==> config.mk <==
export PLATFORM = sky130hd
export DESIGN_NAME = input_conditioner
export DESIGN_NICKNAME = d
export VERILOG_FILES = /design/src/rtl/input_conditioner_pkg.sv /design/src/rtl/input_conditioner_debounce_chan.sv /design/src/rtl/input_conditioner.sv
export SDC_FILE = /design/constraint.sdc
export NUM_CORES = 1
export LEC_CHECK = 0
export ABC_AREA = 1
export CORE_AREA = 4 4 53 55
export CTS_CLUSTER_SIZE = 30
export DETAILED_ROUTE_END_ITERATION = 8
export DIE_AREA = 0 0 57 59
export GPL_ROUTABILITY_DRIVEN = 0
export PLACE_DENSITY = 0.61
export SETUP_SLACK_MARGIN = 0.05
export SLEW_MARGIN = 20
export SYNTH_ARGS = -nofsm -noshare
export SYNTH_HDL_FRONTEND = slang
export SYNTH_SLANG_ARGS = --single-unit
==> constraint.sdc <==
create_clock -name clk -period 3.5 [get_ports clk]
set_clock_uncertainty 0.05 [all_clocks]
set_input_delay 0.7 -clock clk [delete_from_list [all_inputs] [get_ports clk]]
set_output_delay 0.7 -clock clk [all_outputs]
set_load 0.01 [all_outputs]
==> src/rtl/input_conditioner_pkg.sv <==
// Shared definitions for the input conditioner: channel state encodings and default sizing.
package input_conditioner_pkg;

    typedef enum logic [1:0] {
        LO      = 2'b00,
        WAIT_HI = 2'b01,
        HI      = 2'b11,
        WAIT_LO = 2'b10
    } chan_state_e;

    localparam int DEF_SYNC_STAGES   = 2;
    localparam int DEF_STABLE_CYCLES = 8;
    localparam int DEF_CNT_W         = 4;

    // A channel is settled when no candidate level is pending.
    function automatic logic is_settled(input chan_state_e st);
        return (st == LO) || (st == HI);
    endfunction

endpackage

==> src/rtl/input_conditioner_debounce_chan.sv <==
// One input channel: synchroniser chain, debounce counter and level FSM.
// Optional one-cycle rise/fall pulses are built when COND_EDGE_EN is defined.
module debounce_chan
    import input_conditioner_pkg::*;
#(
    parameter int SYNC_STAGES   = DEF_SYNC_STAGES,
    parameter int STABLE_CYCLES = DEF_STABLE_CYCLES,
    parameter int CNT_W         = DEF_CNT_W
) (
    input  logic clk,
    input  logic reset_b,
    input  logic raw_i,
    output logic level_o,
    output logic settled_o
`ifdef COND_EDGE_EN
    ,
    output logic rise_o,
    output logic fall_o
`endif
);

    localparam logic [CNT_W-1:0] LAST = CNT_W'(STABLE_CYCLES - 1);

    if (SYNC_STAGES < 2 || SYNC_STAGES > 3) begin : g_bad_sync
        $error("debounce_chan: SYNC_STAGES must be 2..3");
    end
    if (STABLE_CYCLES < 2 || STABLE_CYCLES > (2**CNT_W) - 1) begin : g_bad_stable
        $error("debounce_chan: STABLE_CYCLES must be 2..2**CNT_W-1");
    end

    logic [SYNC_STAGES-1:0] sync_q;
    chan_state_e            state_q;
    logic [CNT_W-1:0]       cnt_q;
    logic                   s;

    always_ff @(posedge clk or negedge reset_b) begin
        if (!reset_b) sync_q <= '0;
        else          sync_q <= {sync_q[SYNC_STAGES-2:0], raw_i};
    end

    assign s = sync_q[SYNC_STAGES-1];

    // cnt_q holds the number of consecutive candidate samples seen so far;
    // it peaks at STABLE_CYCLES-1, so it can never wrap.
    always_ff @(posedge clk or negedge reset_b) begin
        if (!reset_b) begin
            state_q <= LO;
            cnt_q   <= '0;
        end else begin
            unique case (state_q)
                LO: if (s) begin
                    state_q <= WAIT_HI;
                    cnt_q   <= CNT_W'(1);
                end
                WAIT_HI: if (!s) begin
                    state_q <= LO;
                    cnt_q   <= '0;
                end else if (cnt_q == LAST) begin
                    state_q <= HI;
                    cnt_q   <= '0;
                end else begin
                    cnt_q <= cnt_q + CNT_W'(1);
                end
                HI: if (!s) begin
                    state_q <= WAIT_LO;
                    cnt_q   <= CNT_W'(1);
                end
                WAIT_LO: if (s) begin
                    state_q <= HI;
                    cnt_q   <= '0;
                end else if (cnt_q == LAST) begin
                    state_q <= LO;
                    cnt_q   <= '0;
                end else begin
                    cnt_q <= cnt_q + CNT_W'(1);
                end
                default: begin
                    state_q <= LO;
                    cnt_q   <= '0;
                end
            endcase
        end
    end

    // Bit 1 of the encoding is the accepted level (HI and WAIT_LO).
    assign level_o   = state_q[1];
    assign settled_o = is_settled(state_q);

`ifdef COND_EDGE_EN
    logic rise_q, fall_q;

    // Pulses land on the same edge the level register takes its new value.
    always_ff @(posedge clk or negedge reset_b) begin
        if (!reset_b) begin
            rise_q <= 1'b0;
            fall_q <= 1'b0;
        end else begin
            rise_q <= (state_q == WAIT_HI) && s  && (cnt_q == LAST);
            fall_q <= (state_q == WAIT_LO) && !s && (cnt_q == LAST);
        end
    end

    assign rise_o = rise_q;
    assign fall_o = fall_q;
`endif

endmodule

==> src/rtl/input_conditioner.sv <==
// Two-channel synchronise-and-debounce front end for the x/y sequence FSM.
// Define COND_EDGE_EN to add registered x/y rise/fall pulse outputs.
module input_conditioner
    import input_conditioner_pkg::*;
#(
    parameter int SYNC_STAGES   = DEF_SYNC_STAGES,
    parameter int STABLE_CYCLES = DEF_STABLE_CYCLES,
    parameter int CNT_W         = DEF_CNT_W
) (
    input  logic clk,
    input  logic reset_b,
    input  logic raw_x,
    input  logic raw_y,
    output logic in_x,
    output logic in_y,
    output logic stable
`ifdef COND_EDGE_EN
    ,
    output logic x_rise,
    output logic x_fall,
    output logic y_rise,
    output logic y_fall
`endif
);

    logic settled_x, settled_y;

    debounce_chan #(
        .SYNC_STAGES  (SYNC_STAGES),
        .STABLE_CYCLES(STABLE_CYCLES),
        .CNT_W        (CNT_W)
    ) u_x (
        .clk      (clk),
        .reset_b  (reset_b),
        .raw_i    (raw_x),
        .level_o  (in_x),
        .settled_o(settled_x)
`ifdef COND_EDGE_EN
        ,
        .rise_o   (x_rise),
        .fall_o   (x_fall)
`endif
    );

    debounce_chan #(
        .SYNC_STAGES  (SYNC_STAGES),
        .STABLE_CYCLES(STABLE_CYCLES),
        .CNT_W        (CNT_W)
    ) u_y (
        .clk      (clk),
        .reset_b  (reset_b),
        .raw_i    (raw_y),
        .level_o  (in_y),
        .settled_o(settled_y)
`ifdef COND_EDGE_EN
        ,
        .rise_o   (y_rise),
        .fall_o   (y_fall)
`endif
    );

    // Channels are deliberately not aligned to each other.
    assign stable = settled_x & settled_y;

endmodule

== Word-level counts from Yosys, hierarchy flattened ==
Cells that the tools add are included.

* Output and inout port bits: 3
* Input bits: 4
* Flip-flop bits (word level): 16
* Logic and storage cells: 59

* Muxes and demuxes: 26
* Bitwise gates (word level): 1
* Reduce and logical (&&, ||, !) cells: 8
* Equal/unequal tests: 16
* Add/sub/neg operators: 2

{| class="wikitable"
|+ Operator list
! kind !! count
|-
| two-way mux 4 bit || 10
|-
| case mux 4 bit (4 select lines) || 2
|-
| two-way mux 2 bit || 12
|-
| case mux 2 bit (4 select lines) || 2
|-
| adder 4 x 1 -> 4 bit, second input constant || 2
|-
| equality test 2 bit, second input constant || 4
|-
| equality test 4 x 3 -> 1 bit, second input constant || 2
|-
| AND reduction 4 bit || 2
|-
| != test 3 x 1 -> 1 bit, second input constant || 2
|-
| != test 3 bit, second input constant || 2
|-
| equality test 2 x 1 -> 1 bit, second input constant || 2
|-
| logical NOT 2 bit || 2
|-
| != test 2 x 1 -> 1 bit, second input constant || 2
|-
| != test 2 bit, second input constant || 2
|-
| AND reduction 2 bit || 2
|-
| logical OR 1 bit || 2
|-
| bitwise AND 1 bit || 1
|}

== Depth between registers and ports, before layout ==
Gate-level depths: netlist of the first run.

* Word-level depth: 4
* Mapped depth: 9
* Gate-level depth less buffers: 9

== Modules after synthesis ==
From an unflattened synthesis of the first run, not the netlist that was laid out.

* Cells, all modules: 132
* Area, all modules: 1006.0 um2

{| class="wikitable"
|+ Modules (own cells, without submodules)
! module !! seq. area each (um2) !! cells each !! area each (um2) !! times used
|-
| debounce_chan at u_y || 200.2 || 65 || 505.5 || 1
|-
| debounce_chan at u_x || 200.2 || 65 || 493.0 || 1
|-
| input_conditioner || 0.0 || 2 || 7.5 || 1
|}

== Worst setup path before layout of the first run ==
Ideal clock, no wire load.

* Path kind: register to output
* Start point: reg u_y.state_q[1]
* End point: out stable
* Buffers on the path: 0
* Required time: 2.750 ns
* Stages on the path, launching flop included: 4
* Data arrival time: 1.068 ns
* Slack: 1.682 ns
* Cell sequence: dfrtp_1 > inv_1 > ha_1 > nor2_1

* Cells in the longest elaborated chain, start to end: 3
* Elaborated cells on any way between the ends: 4
* Those cells by class: 1 x eq/ne; 1 x bitwise; 2 x reduce/logical

{| class="wikitable"
|+ RTL lines
! element !! RTL line !! source
|-
| from (decl) || input_conditioner_debounce_chan.sv:32 || <nowiki>chan_state_e state_q;</nowiki>
|-
| from (signal assigned) || input_conditioner_debounce_chan.sv:47 || <nowiki>state_q <= LO;</nowiki>
|-
| from (signal assigned) || input_conditioner_debounce_chan.sv:52 || <nowiki>state_q <= WAIT_HI;</nowiki>
|-
| from (signal assigned) || input_conditioner_debounce_chan.sv:56 || <nowiki>state_q <= LO;</nowiki>
|-
| equality test 2 bit or logical NOT 2 bit (tied branches) || input_conditioner_pkg.sv:17 || <nowiki>return (st == LO) || (st == HI);</nowiki>
|-
| logical OR 1 bit (*) || input_conditioner_pkg.sv:17 ||
|-
| bitwise AND 1 bit (*) || input_conditioner.sv:63 || <nowiki>assign stable = settled_x & settled_y;</nowiki>
|-
| to (decl) || input_conditioner.sv:16 || <nowiki>output logic stable</nowiki>
|}

Every way passes the cells marked *; elsewhere a longest branch is shown, timed or not.

== Worst setup path in the final report of the first run ==
Ends and elaborated chain as after synthesis.

==> impl_metrics.csv, run 1 <==
group,metric,value,unit
placement,portBuffers,6,
synthesis,yosys.area.top_type_share,0.394,
setup_path,timing.rr.end,"u_y.cnt_q[2]$_DFFE_PN0P_",
setup_path,reg2reg_depth,7,
drt,route.final.wire_length,1830,um
synthesis,synth_area,1020,um^2
drt,routedWlPerCell,11.0,um
pwr,switching_power,361,uW
drt,firstDrtPassIters,2,
drt,viasPerCell,4.69,
setup_path,critPathKind,"reg2out",
pwr,clkPwrFrac,0.120,
synthesis,ys_warn_count,0,
worst_hold_path,hold_path.class,"reg2reg",
pwr,p_seq_frac,0.353,
drt,antenna_left,0,
final_layout,instances_no_fill,166,
placement,dp_hpwl,1470,um
global_route,grt_pass1_wl,3360,um
pwr,combPwrFrac,0.527,
setup_path,cp-end-kind,"primary output",
pwr,peakVddDrop,356,uV
synthesis,postSynthCellCount,127,
timing,slew_violations,0,
setup_path,setup.worst_path.start_class,"flip-flop",
final_layout,drive_gt1_frac,0.154,
timing,hold_viol,0,
timing,fin_ws,0.885,ns
setup_path,worstPathArrival,1.86,ns
clocking,htreeDepth,1,
final_layout,diodes,0,
timing,fin_hold_ws,0.312,ns
global_route,grtUsageMet3,0.0349,
global_route,met1_usage,0.153,
pwr,switching_share,0.450,
synthesis,yosysUniqueCellTypes,16,
global_route,grt_util_all_layers,0.130,
final_layout,final_cell_mix,"nand2_1, inv_1, dfrtp_1",
synthesis,ys_seq_area_frac,0.394,
floorplanning,die_h,59,um
global_route,grtUsageMet2,0.225,
drt,drc,0,
setup_path,critical_path_required,2.75,ns
floorplanning,die-area,3360,um^2
timing,relSlewSlack,0.525,
clocking,clkLatencyLatePin,0.28,ns
global_route,grt_start_max_net_pins,17,
synthesis,ys_seq_elements,16,
flow_run,cap_violations,0,
setup_path,ff2ff_setup_slack,2.08,ns
floorplanning,ioPinCount,7,
final_layout,syn_to_final_growth,11.8,%
clocking,cts-buffers-inserted,3,
timing,finalCritPeriodShare,0.747,
placement,dp_cells,163,
drt,drt_iter0_drc,14,
global_route,grt-busiest-layer,"met2",
clocking,cts.sinks,16,
clocking,path_clk_slew,0.09,ns
final_layout,final_common_cell,"nand2_1",
worst_hold_path,hold_path_depth,0,
timing,rsz0062_at_grt,"false",
worst_hold_path,min_from,"u_y.sync_q[0]$_DFF_PN0_",
timing,layout_min_cycle_time,2.61,ns
global_route,grt_pass1_vias,776,
timing,worstMarginPinSlew,0.710,ns
clocking,root_buffer,"clkbuf_4",
clocking,cts_setup_buffers,0,
final_layout,layout.nets,154,
timing,fin_tns_setup,0,ns
clocking,cts_tree,"yes",
floorplanning,die_x,57,um
floorplanning,core_area,2390,um^2
global_route,grt_overflow_total,0,
timing,max_freq,0.382,GHz
setup_path,slowest_stage,"clkdlybuf4s50_1",
outcome,status,"completed",
worst_hold_path,hold_end,"u_y.sync_q[1]$_DFF_PN0_",
clocking,cts_resized,0,
synthesis,synth_nets,143,
synthesis,yosysTopAreaCell,"dfrtp_1",
pwr,p_leak,0.612,nW
floorplanning,start_util,0.426,
placement,pre_cts_slack,1.21,ns
pwr,internal_power,441,uW
clocking,clockBufferDepth,2,
setup_path,path_cells,"inv_1 > ha_1 > nor2_1 > clkdlybuf4s50_1",
setup_path,max_stage_delay,0.55,ns
setup_path,timing.rr.start,"u_y.state_q[1]$_DFFE_PN0P_",
synthesis,postSynthAreaPerCell,8.01,um^2
timing,setup_viol,0,
setup_path,worstPathMaxFanout,6,
global_route,antenna_found_initial,0,
clocking,cts-hold-fix-buffers,0,
drt,vias,778,
pwr,pwr_density_cell,705,nW/um^2
floorplanning,rows,18,
synthesis,ys_top_cells_by_area,"dfrtp_1, ha_1, nand2_1",
[cells in the mapped netlist]
cell type   n
nand2_4     3
nor2_1      4
o21ai_0     2
inv_6       1
inv_1      16
inv_2       2
nand2_2     9
inv_4       1
nor2_2      2
a21oi_1     4
a21boi_0    2
nand4_1     3
nand2_1    38
ha_1       12
dfrtp_1    16
nand3_1    12
[worst max-delay path, delay by kind of cell, from the launching register on]
| kind | cells | cell delay, ns |
|---|---|---|
| flip-flops | 1 | 0.42 |
| buffers and inverters | 2 | 0.65 |
| adder cells (fa/ha/maj) | 1 | 0.37 |
| AND/OR/NAND/NOR | 1 | 0.14 |
[per-layer routing]
metal | share of wire | vias up | wire, um
met4 | 0.0082 | 0 | 15
met3 | 0.037 | 2 | 67
li1 | - | 412 | -
met1 | 0.45 | 356 | 819
met2 | 0.51 | 8 | 928
met5 | 0 | - | 0
[power groups by stage]
| stage | clock (mW) | sequential, mW | combinational [mW] |
|---|---|---|---|
| 2_1_floorplan | 0 | 0.278 | 0.317 |
| 3_3_place_gp | 0 | 0.283 | 0.413 |
| 3_5_place_dp | 0 | 0.286 | 0.428 |
| 4_1_cts | 0.102 | 0.283 | 0.430 |
| 5_1_grt | 0.111 | 0.292 | 0.495 |
| 6_report | 0.0960 | 0.283 | 0.423 |
[cell type report]
| class | count | area, um^2 |
|---|---|---|
| Tap cell | 30 | 37.5 |
| Fill cell | 253 | 1250 |
| Sequential cell | 16 | 400 |
| Inverter | 20 | 82.6 |
| Timing Repair Buffer | 6 | 60.1 |
| Multi-Input combinational cell | 91 | 534 |
| Clock buffer | 3 | 22.5 |
[stage by stage]
stage | total power [mW] | cell area [um^2] | utilization
2_1_floorplan | 0.595 | 1020 | -
3_3_place_gp | 0.696 | 1110 | 0.467
3_5_place_dp | 0.714 | 1110 | 0.467
4_1_cts | 0.815 | 1140 | 0.476
5_1_grt | 0.898 | 1140 | 0.476
6_report | 0.802 | 1140 | 0.476
[flip-flops by register name (all words and copies together) (netlist names)]
signal,count
u_y.sync_q,2
u_y.state_q,2
u_x.state_q,2
u_x.cnt_q,4
u_x.sync_q,2
u_y.cnt_q,4
[how the worst max path moves through the flow]
stage	from	end	slack [ns]	depth (start not counted)
2_1_floorplan	u_y.state_q[1]$_DFFE_PN0P_	stable	1.68	3
3_3_place_gp	u_y.state_q[1]$_DFFE_PN0P_	stable	1.24	4
3_5_place_dp	u_x.state_q[1]$_DFFE_PN0P_	stable	1.21	4
4_1_cts	u_x.state_q[1]$_DFFE_PN0P_	stable	0.87	4
5_1_grt	u_y.state_q[1]$_DFFE_PN0P_	stable	0.70	4
6_report	u_y.state_q[1]$_DFFE_PN0P_	stable	0.89	4
[cell families (layout without fill, tap and decap cells)]
group	count (synthesis)	count (layout)	share of synthesized area
simple gates	71	71	0.333
buf+inv	20	29	0.0812
flops	16	16	0.394
fa+ha+maj	12	12	0.148
compound gates	8	8	0.0443
Power figures use the tool's default switching activity.
==> inputs of run 2 (changes only) <==
--- a/config.mk
+++ b/config.mk
@@ -11,7 +11,7 @@
 export DETAILED_ROUTE_END_ITERATION = 8
 export DIE_AREA = 0 0 57 59
 export GPL_ROUTABILITY_DRIVEN = 0
-export PLACE_DENSITY = 0.61
+export PLACE_DENSITY = 0.63
 export SETUP_SLACK_MARGIN = 0.05
 export SLEW_MARGIN = 20
 export SYNTH_ARGS = -nofsm -noshare
==> constraint.sdc (replaced) <==
create_clock -name clk -period 2.4 [get_ports clk]
set_clock_uncertainty 0.05 [all_clocks]
set_input_delay 0.48 -clock clk [delete_from_list [all_inputs] [get_ports clk]]
set_output_delay 0.48 -clock clk [all_outputs]
set_load 0.01 [all_outputs]
==> run 2 against run 1 <==
Wire length rose by 3.0%. Combinational power rose by 59%. Worst setup slack got worse by 0.42 ns. Critical path depth did not move. Non-clock buffer count rose by 5. Clock power rose by 91%. Largest cell class unchanged. Sequential share of layout area fell by 1.6 points. Largest power group unchanged. Critical endpoint unchanged. Sequential cell count did not move. Clock-buffer cell count rose by 1.
==> impl_metrics.csv, run 2 (synthesis results as in run 1) <==
group,metric,value,unit
worst_hold_path,hold_end,"u_x.sync_q[1]$_DFF_PN0_",
clocking,htreeDepth,1,
clocking,cts.sinks,16,
floorplanning,die_x,57,um
pwr,switching_share,0.436,
timing,layout_min_cycle_time,1.93,ns
timing,setup_viol,0,
drt,drc,0,
pwr,power,1.25,mW
clocking,path_clk_slew,0.10,ns
pwr,p_leak,0.658,nW
floorplanning,die-area,3360,um^2
global_route,grt_util_all_layers,0.131,
global_route,antenna_found_initial,0,
timing,max_freq,0.518,GHz
floorplanning,core_area,2390,um^2
timing,rsz0062_at_grt,"false",
timing,relSlewSlack,0.859,
setup_path,path_cells,"inv_1 > ha_1 > nor2_1 > dlymetal6s2s_1",
clocking,clockBufferDepth,2,
final_layout,regArea,400,um^2
setup_path,critical_path_required,1.87,ns
clocking,clkLatencyLatePin,0.29,ns
floorplanning,ioPinCount,7,
flow_run,cap_violations,0,
setup_path,setup.worst_path.start_class,"flip-flop",
final_layout,instances_no_fill,172,
worst_hold_path,hold_path_depth,0,
setup_path,worstPathArrival,1.40,ns
setup_path,ff2ff_setup_slack,1.02,ns
clocking,cts-hold-fix-buffers,0,
setup_path,slowest_stage,"ha_1",
setup_path,worstPathMaxFanout,6,
drt,drt_iter0_drc,22,
drt,firstDrtPassIters,4,
timing,finalCritPeriodShare,0.804,
clocking,cts-buffers-inserted,3,
worst_hold_path,min_from,"u_x.sync_q[0]$_DFF_PN0_",
final_layout,diodes,0,
drt,vias,806,
pwr,internal_power,707,uW
clocking,cts_tree,"yes",
final_layout,final_common_cell,"nand2_1",
outcome,status,"completed",
final_layout,multi_input_area,534,um^2
setup_path,timing.rr.end,"u_y.state_q[1]$_DFFE_PN0P_",
final_layout,layout.nets,159,
floorplanning,start_util,0.426,
setup_path,cp-end-kind,"primary output",
clocking,root_buffer,"clkbuf_4",
drt,route.final.wire_length,1880,um
floorplanning,die_h,59,um
final_layout,final_cell_mix,"nand2_1, inv_1, dfrtp_1",
placement,dp_cells,164,
pwr,pwr_density_cell,1050,nW/um^2
timing,fin_tns_setup,0,ns
drt,viasPerCell,4.69,
timing,slew_violations,0,
setup_path,reg2reg_depth,8,
drt,antenna_left,0,
pwr,peakVddDrop,627,uV
timing,worstMarginPinSlew,0.211,ns
setup_path,timing.rr.start,"u_y.state_q[1]$_DFFE_PN0P_",
drt,routedWlPerCell,11.0,um
pwr,p_seq_frac,0.318,
global_route,grt_overflow_total,0,
floorplanning,rows,18,
pwr,combPwrFrac,0.536,
final_layout,syn_to_final_growth,17.1,%
worst_hold_path,hold_path.class,"reg2reg",
pwr,clkPwrFrac,0.146,
placement,portBuffers,6,
final_layout,reg_top3,"u_x.cnt_q x4, u_y.cnt_q x4",
placement,dp_hpwl,1400,um
pwr,switching_power,547,uW
setup_path,critPathKind,"reg2out",
timing,hold_viol,0,
global_route,grt_pass1_vias,812,
final_layout,fillerInstances,241,
global_route,grt_pass1_wl,3420,um
global_route,grt_start_max_net_pins,17,
final_layout,drive_gt1_frac,0.190,
setup_path,max_stage_delay,0.37,ns
## run 2: cell count changes in the layout (fill, tap and decap cells not counted), sizes merged
cell / previous run / this run
clkdlybuf4s50: 6 / 5
buf: 0 / 5
clkbuf: 3 / 4
dlymetal6s2s: 0 / 1
## run 2: worst max-delay path by stage
stage,depth (start not counted),to,from
floorplan,3,stable,u_y.state_q[1]$_DFFE_PN0P_
global placement,4,stable,u_y.state_q[1]$_DFFE_PN0P_
detailed placement,4,stable,u_y.state_q[1]$_DFFE_PN0P_
CTS,4,stable,u_y.state_q[1]$_DFFE_PN0P_
global route,4,stable,u_y.state_q[1]$_DFFE_PN0P_
finish,4,stable,u_y.state_q[1]$_DFFE_PN0P_
## run 2: stage by stage
step | worst slack, ns | util | instance area [um^2] | hold WS, ns
2_1_floorplan | 0.802 | - | 1020 | 0.134
3_3_place_gp | 0.354 | 0.470 | 1120 | 0.284
3_5_place_dp | 0.311 | 0.470 | 1120 | 0.287
4_1_cts | 0.0624 | 0.498 | 1190 | 0.310
5_1_grt | 0.338 | 0.499 | 1190 | 0.332
6_report | 0.469 | 0.499 | 1190 | 0.304
## run 2: metal layers
| layer | vias to the layer above | wire, um | share of wire | global-route usage |
|---|---|---|---|---|
| li1 | 422 | - | - | - |
| met1 | 368 | 925 | 0.49 | 0.169 |
| met2 | 12 | 864 | 0.46 | 0.209 |
| met3 | 4 | 55 | 0.029 | 0.0240 |
| met4 | 0 | 39 | 0.021 | 0.0695 |
| met5 | - | 0 | 0 | 0 |
## run 2: layout make-up
| type | instances | share of cell area |
|---|---|---|
| multi-input cells | 91 | 0.449 |
| flip-flops and latches | 16 | 0.336 |
| repair buffers | 11 | 0.0840 |
| inverters | 20 | 0.0693 |
| well taps | 30 | 0.0315 |
| clock buffers | 4 | 0.0305 |
## run 2: timing repair
item	CTS	global route
pin swaps	0	0
buffers inserted	4	0
endpoints found under the setup margin	1	1
gates resized for setup	0	1
## run 2: critical path, delay by kind of cell (launching register included)
family                     cells  cell delay (ns)
adders and majority gates      1             0.37
DFF                            1             0.36
buffers and inverters          2             0.25
and+or+nand+nor                1             0.14
## run 2: power by group through the flow
stage / Clock (mW) / Combinational (mW) / Sequential (mW)
2_1_floorplan: 0 / 0.463 / 0.405
3_3_place_gp: 0 / 0.600 / 0.412
3_5_place_dp: 0 / 0.619 / 0.421
4_1_cts: 0.188 / 0.682 / 0.397
5_1_grt: 0.206 / 0.771 / 0.408
6_report: 0.183 / 0.672 / 0.399
==> inputs of run 3 (changes only) <==
==> constraint.sdc (replaced) <==
create_clock -name clk -period 1.6 [get_ports clk]
set_clock_uncertainty 0.05 [all_clocks]
set_input_delay 0.32 -clock clk [delete_from_list [all_inputs] [get_ports clk]]
set_output_delay 0.32 -clock clk [all_outputs]
set_load 0.01 [all_outputs]
==> run 3 against run 2 <==
Register-to-register slack worse by 0.90 ns. Via count up 6.3%. Global-route usage up 1.0 points. Critical path depth unchanged. Non-clock buffer count up 10. Worst setup slack worse by 0.45 ns. Total power up 72%. Clock power up 50%. Sequential cell count unchanged. Sequential power up 51%. First-iteration DRC count down 9.1%.
==> impl_metrics.csv, run 3 (synthesis results as in run 1) <==
group,metric,value,unit
setup_path,setup.worst_path.start_class,"flip-flop",
placement,dp_cells,174,
worst_hold_path,hold_path.class,"in2async",
global_route,grt_pass1_vias,883,
setup_path,max_stage_delay,0.40,ns
setup_path,path_buf_inv,2,
timing,rsz0062_at_grt,"true",
pwr,p_leak,0.697,nW
global_route,antenna_found_initial,0,
pwr,power,2.15,mW
pwr,switching_power,912,uW
pwr,peakVddDrop,1060,uV
floorplanning,die_x,57,um
clocking,cts-buffers-inserted,3,
floorplanning,die_h,59,um
setup_path,path_cells,"inv_2 > ha_4 > nor2_2 > buf_2",
setup_path,worstPathArrival,1.21,ns
timing,hold_viol,0,
clocking,clockBufferDepth,2,
floorplanning,start_util,0.426,
global_route,grt_util_all_layers,0.141,
setup_path,slowest_stage,"dfrtp_1",
floorplanning,die-area,3360,um^2
drt,drc,0,
drt,antenna_left,0,
clocking,path_clk_slew,0.10,ns
floorplanning,rows,18,
setup_path,crit_path_start,"u_y.state_q[0]$_DFFE_PN0P_",
pwr,switching_share,0.423,
clocking,htreeDepth,1,
placement,portBuffers,6,
pwr,combPwrFrac,0.592,
final_layout,instances_no_fill,182,
outcome,status,"completed",
pwr,internal_power,1.24,mW
flow_run,cap_violations,0,
drt,viasPerCell,4.71,
final_layout,drive_gt1_frac,0.322,
global_route,grt_start_max_net_pins,17,
timing,fin_ws,0.0161,ns
drt,route.final.wire_length,2070,um
final_layout,layout.nets,169,
placement,dp_hpwl,1470,um
drt,vias,857,
drt,drt_iter0_drc,20,
placement,dpl_cell_area,1200,um^2
timing,max_freq,0.631,GHz
final_layout,reg_top3,"u_x.cnt_q x4, u_y.cnt_q x4",
final_layout,diodes,0,
clocking,cts-hold-fix-buffers,0,
timing,fin_tns_setup,0,ns
final_layout,final_common_cell,"nand2_1",
timing,worstMarginPinSlew,0.204,ns
clocking,cts_tree,"yes",
setup_path,timing.rr.start,"u_y.state_q[0]$_DFFE_PN0P_",
clocking,cts.sinks,16,
timing,relSlewSlack,0.864,
pwr,clkPwrFrac,0.128,
pwr,pwr_density_cell,1670,nW/um^2
final_layout,stdcell_area,1290,um^2
global_route,grt_overflow_total,0,
timing,slew_violations,0,
setup_path,critical_path_required,1.23,ns
clocking,clkLatencyLatePin,0.29,ns
final_layout,syn_to_final_growth,26.6,%
placement,pre_cts_slack,-0.107,ns
clocking,root_buffer,"clkbuf_4",
setup_path,critPathKind,"reg2out",
final_layout,final_core_util,0.539,
setup_path,cp-end-kind,"primary output",
final_layout,final_cell_mix,"nand2_1, dfrtp_1, buf_4",
timing,setup_viol,0,
setup_path,crit_family,"flip-flops",
timing,layout_min_cycle_time,1.58,ns
floorplanning,core_area,2390,um^2
timing,finalCritPeriodShare,0.990,
setup_path,worstPathMaxFanout,2,
drt,firstDrtPassIters,4,
pwr,p_seq_frac,0.280,
global_route,grt_pass1_wl,3710,um
drt,routedWlPerCell,11.4,um
floorplanning,ioPinCount,7,
timing,fin_hold_ws,0.284,ns
## run 3: path summary, 6_finish.rpt
path | to | slack (ns) | depth (start not counted)
min in group clk | u_x.sync_q[1]$_DFF_PN0_ | 0.31 | 0
setup reg to reg | u_y.state_q[0]$_DFFE_PN0P_ | 0.12 | 8
hold reg to reg | u_x.sync_q[1]$_DFF_PN0_ | 0.31 | 0
setup / recovery | stable | 0.02 | 4
hold / removal | u_y.cnt_q[0]$_DFFE_PN0P_ | 0.28 | 2
max in group asynchronous | u_x.state_q[0]$_DFFE_PN0P_ | 1.03 | 2
## run 3: metal layers
| layer | GRT usage | part of all wire |
|---|---|---|
| met1 | 0.167 | 0.43 |
| met2 | 0.241 | 0.51 |
| met3 | 0.0327 | 0.045 |
| met4 | 0.0695 | 0.015 |
| met5 | 0 | 0 |
## run 3: layout make-up
cell class	instances	area (um^2)
Inverter	20	82.6
Clock buffer	4	36.3
Multi-Input combinational cell	91	569
Fill cell	231	1100
Timing Repair Buffer	21	161
Sequential cell	16	400
Tap cell	30	37.5
## run 3: repair_timing
item,CTS,global route
cloned,0,0
resized for setup,6,12
setup endpoints to repair,3,1
pin swaps,1,3
setup buffers,0,4
## run 3: power groups by stage
stage,sequential [mW],combinational (mW),clock (mW)
global placement,0.593,1.09,0
finish,0.603,1.28,0.275
detailed placement,0.604,1.12,0
floorplan,0.607,0.694,0
global route,0.623,1.45,0.310
CTS,0.595,1.10,0.287
